**src/rtl/fifo_wr_arbiter_if.sv**
```systemverilog
// Request/data bundle between N producers, the write arbiter and the FIFO write port.
// The slave modport is the arbiter's view; master is the producer/FIFO side.
interface fifo_wr_arbiter_if #(
  parameter int unsigned DATA_W = 16,
  parameter int unsigned N_REQ  = 4
) ();
  localparam int unsigned IDX_W = $clog2(N_REQ);

  logic [N_REQ-1:0]        i_req;
  logic [N_REQ*DATA_W-1:0] i_data;
  logic [N_REQ-1:0]        o_ack;
  logic                    o_fifo_wr_en;
  logic [DATA_W-1:0]       o_fifo_data;
  logic                    i_fifo_full;
  logic [IDX_W-1:0]        o_owner;
  logic                    o_busy;

  modport master (
    output i_req, i_data, i_fifo_full,
    input  o_ack, o_fifo_wr_en, o_fifo_data, o_owner, o_busy
  );

  modport slave (
    input  i_req, i_data, i_fifo_full,
    output o_ack, o_fifo_wr_en, o_fifo_data, o_owner, o_busy
  );
endinterface

```
**src/rtl/fifo_wr_arbiter.sv**
```systemverilog
// Round-robin burst arbiter sharing one FIFO write port between N_REQ producers.
// Each grant writes up to MAX_BURST words, stalling on the FIFO full flag.
module fifo_wr_arbiter #(
  parameter int unsigned DATA_W    = 16,
  parameter int unsigned N_REQ     = 4,
  parameter int unsigned MAX_BURST = 8
) (
  input  logic             clk,
  input  logic             rst,
  fifo_wr_arbiter_if.slave bus
);
  localparam int unsigned IDX_W = $clog2(N_REQ);
  localparam int unsigned CNT_W = $clog2(MAX_BURST + 1);

  typedef enum logic [0:0] {
    IDLE  = 1'b0,
    BURST = 1'b1
  } state_e;

  state_e           state_q, state_d;
  logic [IDX_W-1:0] owner_q, owner_d;
  logic [IDX_W-1:0] last_q, last_d;
  logic [CNT_W-1:0] cnt_q, cnt_d;

  logic [IDX_W-1:0]  winner_c;
  logic [IDX_W-1:0]  cand_c;
  logic              found_c;
  logic              own_req_c;
  logic [DATA_W-1:0] own_data_c;
  logic              wr_c;
  logic [N_REQ-1:0]  ack_c;

  // Scan requesters starting just after the last releaser, wrapping modulo N_REQ.
  always_comb begin : rr_pick
    winner_c = last_q;
    found_c  = 1'b0;
    cand_c   = '0;
    for (int unsigned i = 1; i <= N_REQ; i++) begin
      cand_c = IDX_W'((32'(last_q) + i) % N_REQ);
      if (!found_c && bus.i_req[cand_c]) begin
        winner_c = cand_c;
        found_c  = 1'b1;
      end
    end
  end

  // Select the current owner's request bit and data word.
  always_comb begin : owner_mux
    own_req_c  = 1'b0;
    own_data_c = '0;
    for (int unsigned k = 0; k < N_REQ; k++) begin
      if (owner_q == IDX_W'(k)) begin
        own_req_c  = bus.i_req[k];
        own_data_c = bus.i_data[k*DATA_W +: DATA_W];
      end
    end
  end

  // Next-state and write decision.
  always_comb begin : fsm_comb
    state_d = state_q;
    owner_d = owner_q;
    last_d  = last_q;
    cnt_d   = cnt_q;
    wr_c    = 1'b0;

    unique case (state_q)
      IDLE: begin
        if (|bus.i_req) begin
          owner_d = winner_c;
          cnt_d   = '0;
          state_d = BURST;
        end
      end

      BURST: begin
        wr_c = own_req_c & ~bus.i_fifo_full;
        if (!own_req_c) begin
          last_d  = owner_q;
          state_d = IDLE;
        end else if (wr_c) begin
          cnt_d = cnt_q + CNT_W'(1);
          if (cnt_q == CNT_W'(MAX_BURST - 1)) begin
            last_d  = owner_q;
            state_d = IDLE;
          end
        end
      end

      default: state_d = IDLE;
    endcase
  end

  // Requester 0 gets first priority out of reset because last starts at N_REQ-1.
  always_ff @(posedge clk or negedge rst) begin : fsm_regs
    if (!rst) begin
      state_q <= IDLE;
      owner_q <= '0;
      last_q  <= IDX_W'(N_REQ - 1);
      cnt_q   <= '0;
    end else begin
      state_q <= state_d;
      owner_q <= owner_d;
      last_q  <= last_d;
      cnt_q   <= cnt_d;
    end
  end

  // One-hot ack for the owner only.
  always_comb begin : ack_decode
    ack_c = '0;
    for (int unsigned k = 0; k < N_REQ; k++) begin
      ack_c[k] = wr_c && (owner_q == IDX_W'(k));
    end
  end

  assign bus.o_ack        = ack_c;
  assign bus.o_fifo_wr_en = wr_c;
  assign bus.o_fifo_data  = (state_q == BURST) ? own_data_c : '0;
  assign bus.o_owner      = owner_q;
  assign bus.o_busy       = (state_q == BURST);

  a_no_write_when_full : assert property (
    @(posedge clk) disable iff (!rst) !(bus.o_fifo_wr_en && bus.i_fifo_full));

  a_ack_onehot : assert property (
    @(posedge clk) disable iff (!rst) $onehot0(bus.o_ack));

endmodule

```
**src/flat_wrapper.sv**
```systemverilog
// flat-port wrapper written by rule: the top's interface ports become plain ports
module fifo_wr_arbiter_flat 
#(
  parameter int unsigned DATA_W    = 16,
  parameter int unsigned N_REQ     = 4,
  parameter int unsigned MAX_BURST = 8
)
  (clk, rst, bus_i_req, bus_i_data, bus_i_fifo_full, bus_o_ack, bus_o_fifo_wr_en, bus_o_fifo_data, bus_o_owner, bus_o_busy);
  fifo_wr_arbiter_if #(.DATA_W(DATA_W), .N_REQ(N_REQ)) bus_i ();
  input  logic clk;
  input  logic rst;
  input wire logic [$bits(bus_i.i_req)-1:0] bus_i_req;
  input wire logic [$bits(bus_i.i_data)-1:0] bus_i_data;
  input wire logic [$bits(bus_i.i_fifo_full)-1:0] bus_i_fifo_full;
  output wire logic [$bits(bus_i.o_ack)-1:0] bus_o_ack;
  output wire logic [$bits(bus_i.o_fifo_wr_en)-1:0] bus_o_fifo_wr_en;
  output wire logic [$bits(bus_i.o_fifo_data)-1:0] bus_o_fifo_data;
  output wire logic [$bits(bus_i.o_owner)-1:0] bus_o_owner;
  output wire logic [$bits(bus_i.o_busy)-1:0] bus_o_busy;
  assign bus_i.i_req = bus_i_req;
  assign bus_i.i_data = bus_i_data;
  assign bus_i.i_fifo_full = bus_i_fifo_full;
  assign bus_o_ack = bus_i.o_ack;
  assign bus_o_fifo_wr_en = bus_i.o_fifo_wr_en;
  assign bus_o_fifo_data = bus_i.o_fifo_data;
  assign bus_o_owner = bus_i.o_owner;
  assign bus_o_busy = bus_i.o_busy;
  fifo_wr_arbiter #(.DATA_W(DATA_W), .N_REQ(N_REQ), .MAX_BURST(MAX_BURST)) u_core (.clk(clk), .rst(rst), .bus(bus_i));
endmodule
```
**config.mk**
```make
export PLATFORM = sky130hd
export DESIGN_NAME = fifo_wr_arbiter_flat
export DESIGN_NICKNAME = d
export VERILOG_FILES = /design/src/rtl/fifo_wr_arbiter_if.sv /design/src/rtl/fifo_wr_arbiter.sv /design/src/flat_wrapper.sv
export SDC_FILE = /design/constraint.sdc
export NUM_CORES = 1
export LEC_CHECK = 0
export BUFFER_PORTS_ARGS = -buffer_cell sky130_fd_sc_hd__buf_2
export CAP_MARGIN = 20
export CORE_ASPECT_RATIO = 1.1
export CORE_UTILIZATION = 42
export CTS_CLUSTER_DIAMETER = 150
export DETAILED_ROUTE_END_ITERATION = 6
export GPL_TIMING_DRIVEN = 0
export PLACE_DENSITY = 0.86
export SETUP_SLACK_MARGIN = 0.2
export SLEW_MARGIN = 15
export SYNTH_ARGS = -nofsm -noshare
export SYNTH_HDL_FRONTEND = slang
export SYNTH_SLANG_ARGS = --single-unit
```
**constraint.sdc**
```tcl
create_clock -name clk -period 2.5 [get_ports clk]
set_input_delay 0.125 -clock clk [delete_from_list [all_inputs] [get_ports clk]]
set_output_delay 0.125 -clock clk [all_outputs]
set_load 0.005 [all_outputs]
```
==> impl_metrics.json <==
{
  "drv_slew": 0,
  "synth-edff-count": 0,
  "path_buf_inv": 3,
  "synth_flop_cell": "dfrtp_1",
  "fin_crit_ps": 2045,
  "dp_slack_ps": 737.8,
  "synthToLayoutAreaGrowth_pct": 46.42,
  "worstSkewPairLatency_ps": 260,
  "antenna_cells": 0,
  "synth.distinct_cells": 38,
  "hp-start": "bus_i_req[2]",
  "most-common-layout-cells": "96 x buf_2, 17 x mux4_2, 16 x and2_1",
  "wirelength_um": 3488,
  "synth_nets": 178,
  "layout_commonest_cell": "buf_2",
  "avgSynthCellArea_sq_um": 10.88,
  "hold_path_class": "in -> reg",
  "grt_max_degree": 11,
  "r2r-start": "u_core.last_q[1]$_DFFE_PN1P_",
  "synth_area_sq_um": 1154,
  "dieArea_sq_um": 2960,
  "rows": 19,
  "synth_top_area_cell": "mux4_2",
  "gp_congestion": 0.7733,
  "dpl.hpwl_um": 2911,
  "drt_first_pass_iters": 4,
  "viasPerCell": 5.389,
  "num-fill-cells": 231,
  "ys_warn_count": 0,
  "pin_count": 95,
  "portBuffers": 92,
  "worst_pin_slew_ps": 438.3,
  "ys_async_sr_fraction_pct": 100.0,
  "fin_crit_sh_pct": 81.82,
  "cp_common_cell": "buf_2",
  "drt_iter0_drc": 47,
  "max-cap-violations": 0,
  "ir_drop_mv": 0.6127,
  "end_kind": "output port",
  "track_usage_pct": 23.99,
  "critPathSlowestCell": "dfrtp_1",
  "synth_seq_cells": 9,
  "synth_area_leaders": "mux4_2 33%, dfrtp_1 15%, and2_1 8.7%",
  "power_density_nw_per_um2": 943.3,
  "cp_top_family": "buffers and inverters",
  "core_area_sq_um": 2544,
  "synthCells": 106,
  "start_util_pct": 45.35,
  "htree_levels": 1,
  "tns_ps": 0,
  "wl_per_cell_um": 14.91,
  "multi_input_area_sq_um": 857.1,
  "path_class": "reg -> out",
  "fmax_ghz": 0.4889,
  "seq_area_sq_um": 227.7,
  "status": "completed",
  "cts_buffer_depth": 2,
  "drive_gt1_share_pct": 63.55,
  "ys_seq_area_share_pct": 19.74,
  "grt-ovfl-total": 0,
  "fp.dieW_um": 51.97,
  "clock_sinks": 9,
  "setup_viol": 0,
  "setup_ws_ps": 454.5,
  "max-slew-margin-rel_pct": 69.95,
  "path_cells": "buf_2 -> buf_2 -> mux4_2 -> and2_1 -> buf_2",
  "required_ps": 2380,
  "critPathMaxStageDelay_ps": 460,
  "nNetsFinal": 276,
  "cts_resized": 0,
  "drc": 0,
  "antenna_found_initial": 0,
  "die_y_um": 56.97,
  "yosysTopAreaCellShare_pct": 33.19,
  "grt_pass1_vias": 1238,
  "grt_pass1_wl_um": 5375,
  "crit_start": "u_core.bus.o_owner[1]$_DFFE_PN0P_",
  "worstPathArrival_ps": 1920,
  "ant_nets": 0,
  "finalHoldViolations": 0,
  "clock_tree.root_cell": "clkbuf_4",
  "skew_ps": 5.871,
  "cts_tree": "built",
  "leakagePower_nw": 0.8241,
  "crit_fanout": 10,
  "rsz0062_at_grt": "no",
  "vias": 1261,
  "clkSlewWorstSetupHoldPaths_ps": 70,
  "numCtsBuffers": 3,
  "start_kind": "flop"
}
==> worst register-to-register path, cell delays in order (launching register included) <==
cell	delay (ps)
dfstp_2	510
clkbuf_1	270
nand2b_1	150
o221ai_1	110
a222oi_1	370
o22ai_1	140
==> synthesized netlist by cell type, types with 2 or more instances <==
cell type / count
buf_2: 4
nor2_1: 5
inv_1: 5
nand3b_1: 2
mux2_2: 4
clkbuf_1: 4
o221ai_1: 2
mux4_2: 17
nor3_1: 2
and2_1: 16
o21ai_0: 2
mux2i_1: 2
dfstp_2: 2
nand2b_1: 2
dfrtp_1: 7
nor3b_1: 3
nor2b_1: 2
buf_4: 2
nand3_1: 4
==> report_power, final <==
group | total, mW | internal [mW] | switching (mW)
logic | 1.21 | 0.679 | 0.528
clock network | 0.113 | 0.0615 | 0.0517
registers | 0.274 | 0.215 | 0.0589
==> final timing paths <==
path | end | slack [ps] | cells past startpoint
max | bus_o_fifo_data[3] | 450 | 5
min | u_core.bus.o_owner[1]$_DFFE_PN0P_ | 240 | 3
max reg2reg | u_core.bus.o_owner[1]$_DFFE_PN0P_ | 800 | 5
min reg2reg | u_core.cnt_q[1]$_DFFE_PN0P_ | 550 | 2
max in group asynchronous | u_core.last_q[0]$_DFFE_PN1P_ | 2000 | 2
min in group asynchronous | u_core.bus.o_owner[1]$_DFFE_PN0P_ | 250 | 2
==> area by class of cell <==
cell class	instances	share of cell area, %
Buffer	10	2.963
Clock buffer	4	1.556
Inverter	5	1.111
Multi-Input combinational cell	82	50.74
Sequential cell	9	13.48
Tap cell	31	2.296
Timing Repair Buffer	93	27.85
==> metal layers <==
metal	track usage, %	vias up	part of all wire, %
li1	-	606	-
met1	25.91	590	34
met2	46.34	65	55
met3	5.067	0	11
met4	5.019	0	0
met5	0	-	0
==> sequential cells by signal, indices dropped and copies added (netlist names) <==
signal and cells:
u_core.last_q 2, u_core.cnt_q 4, u_core.bus.o_owner 2, u_core.bus.o_busy 1
==> timing repair <==
action                                 in CTS  in global routing
hold buffers                                1                  0
endpoints found under the hold margin       9                  0
setup buffers                               0                  0
==> stage by stage <==
stage / instances / utilization, % / hold slack [ps] / area, sq um / power, mW
after floorplan: 106 / - / -170.6 / 1154 / 1.114
after global placement: 229 / 64.98 / -13.83 / 1653 / 1.456
after detailed placement: 229 / 64.98 / -8.876 / 1653 / 1.484
after CTS: 234 / 66.40 / 231.1 / 1689 / 1.605
after global routing: 234 / 66.40 / 254.9 / 1689 / 1.722
final: 234 / 66.40 / 235.4 / 1689 / 1.593
==> cells by family after synthesis <==
group / count (synthesis) / synth area share [%]
flip-flops: 9 / 19.74
adder cells (fa/ha/maj): 1 / 1.084
buffers and inverters: 15 / 5.965
AO/OA/AOI/OAI: 15 / 10.96
AND/OR/NAND/NOR: 41 / 21.48
XOR/XNOR: 1 / 0.7594
multiplexers: 24 / 40.02
(Power assumes the default switching activity.)
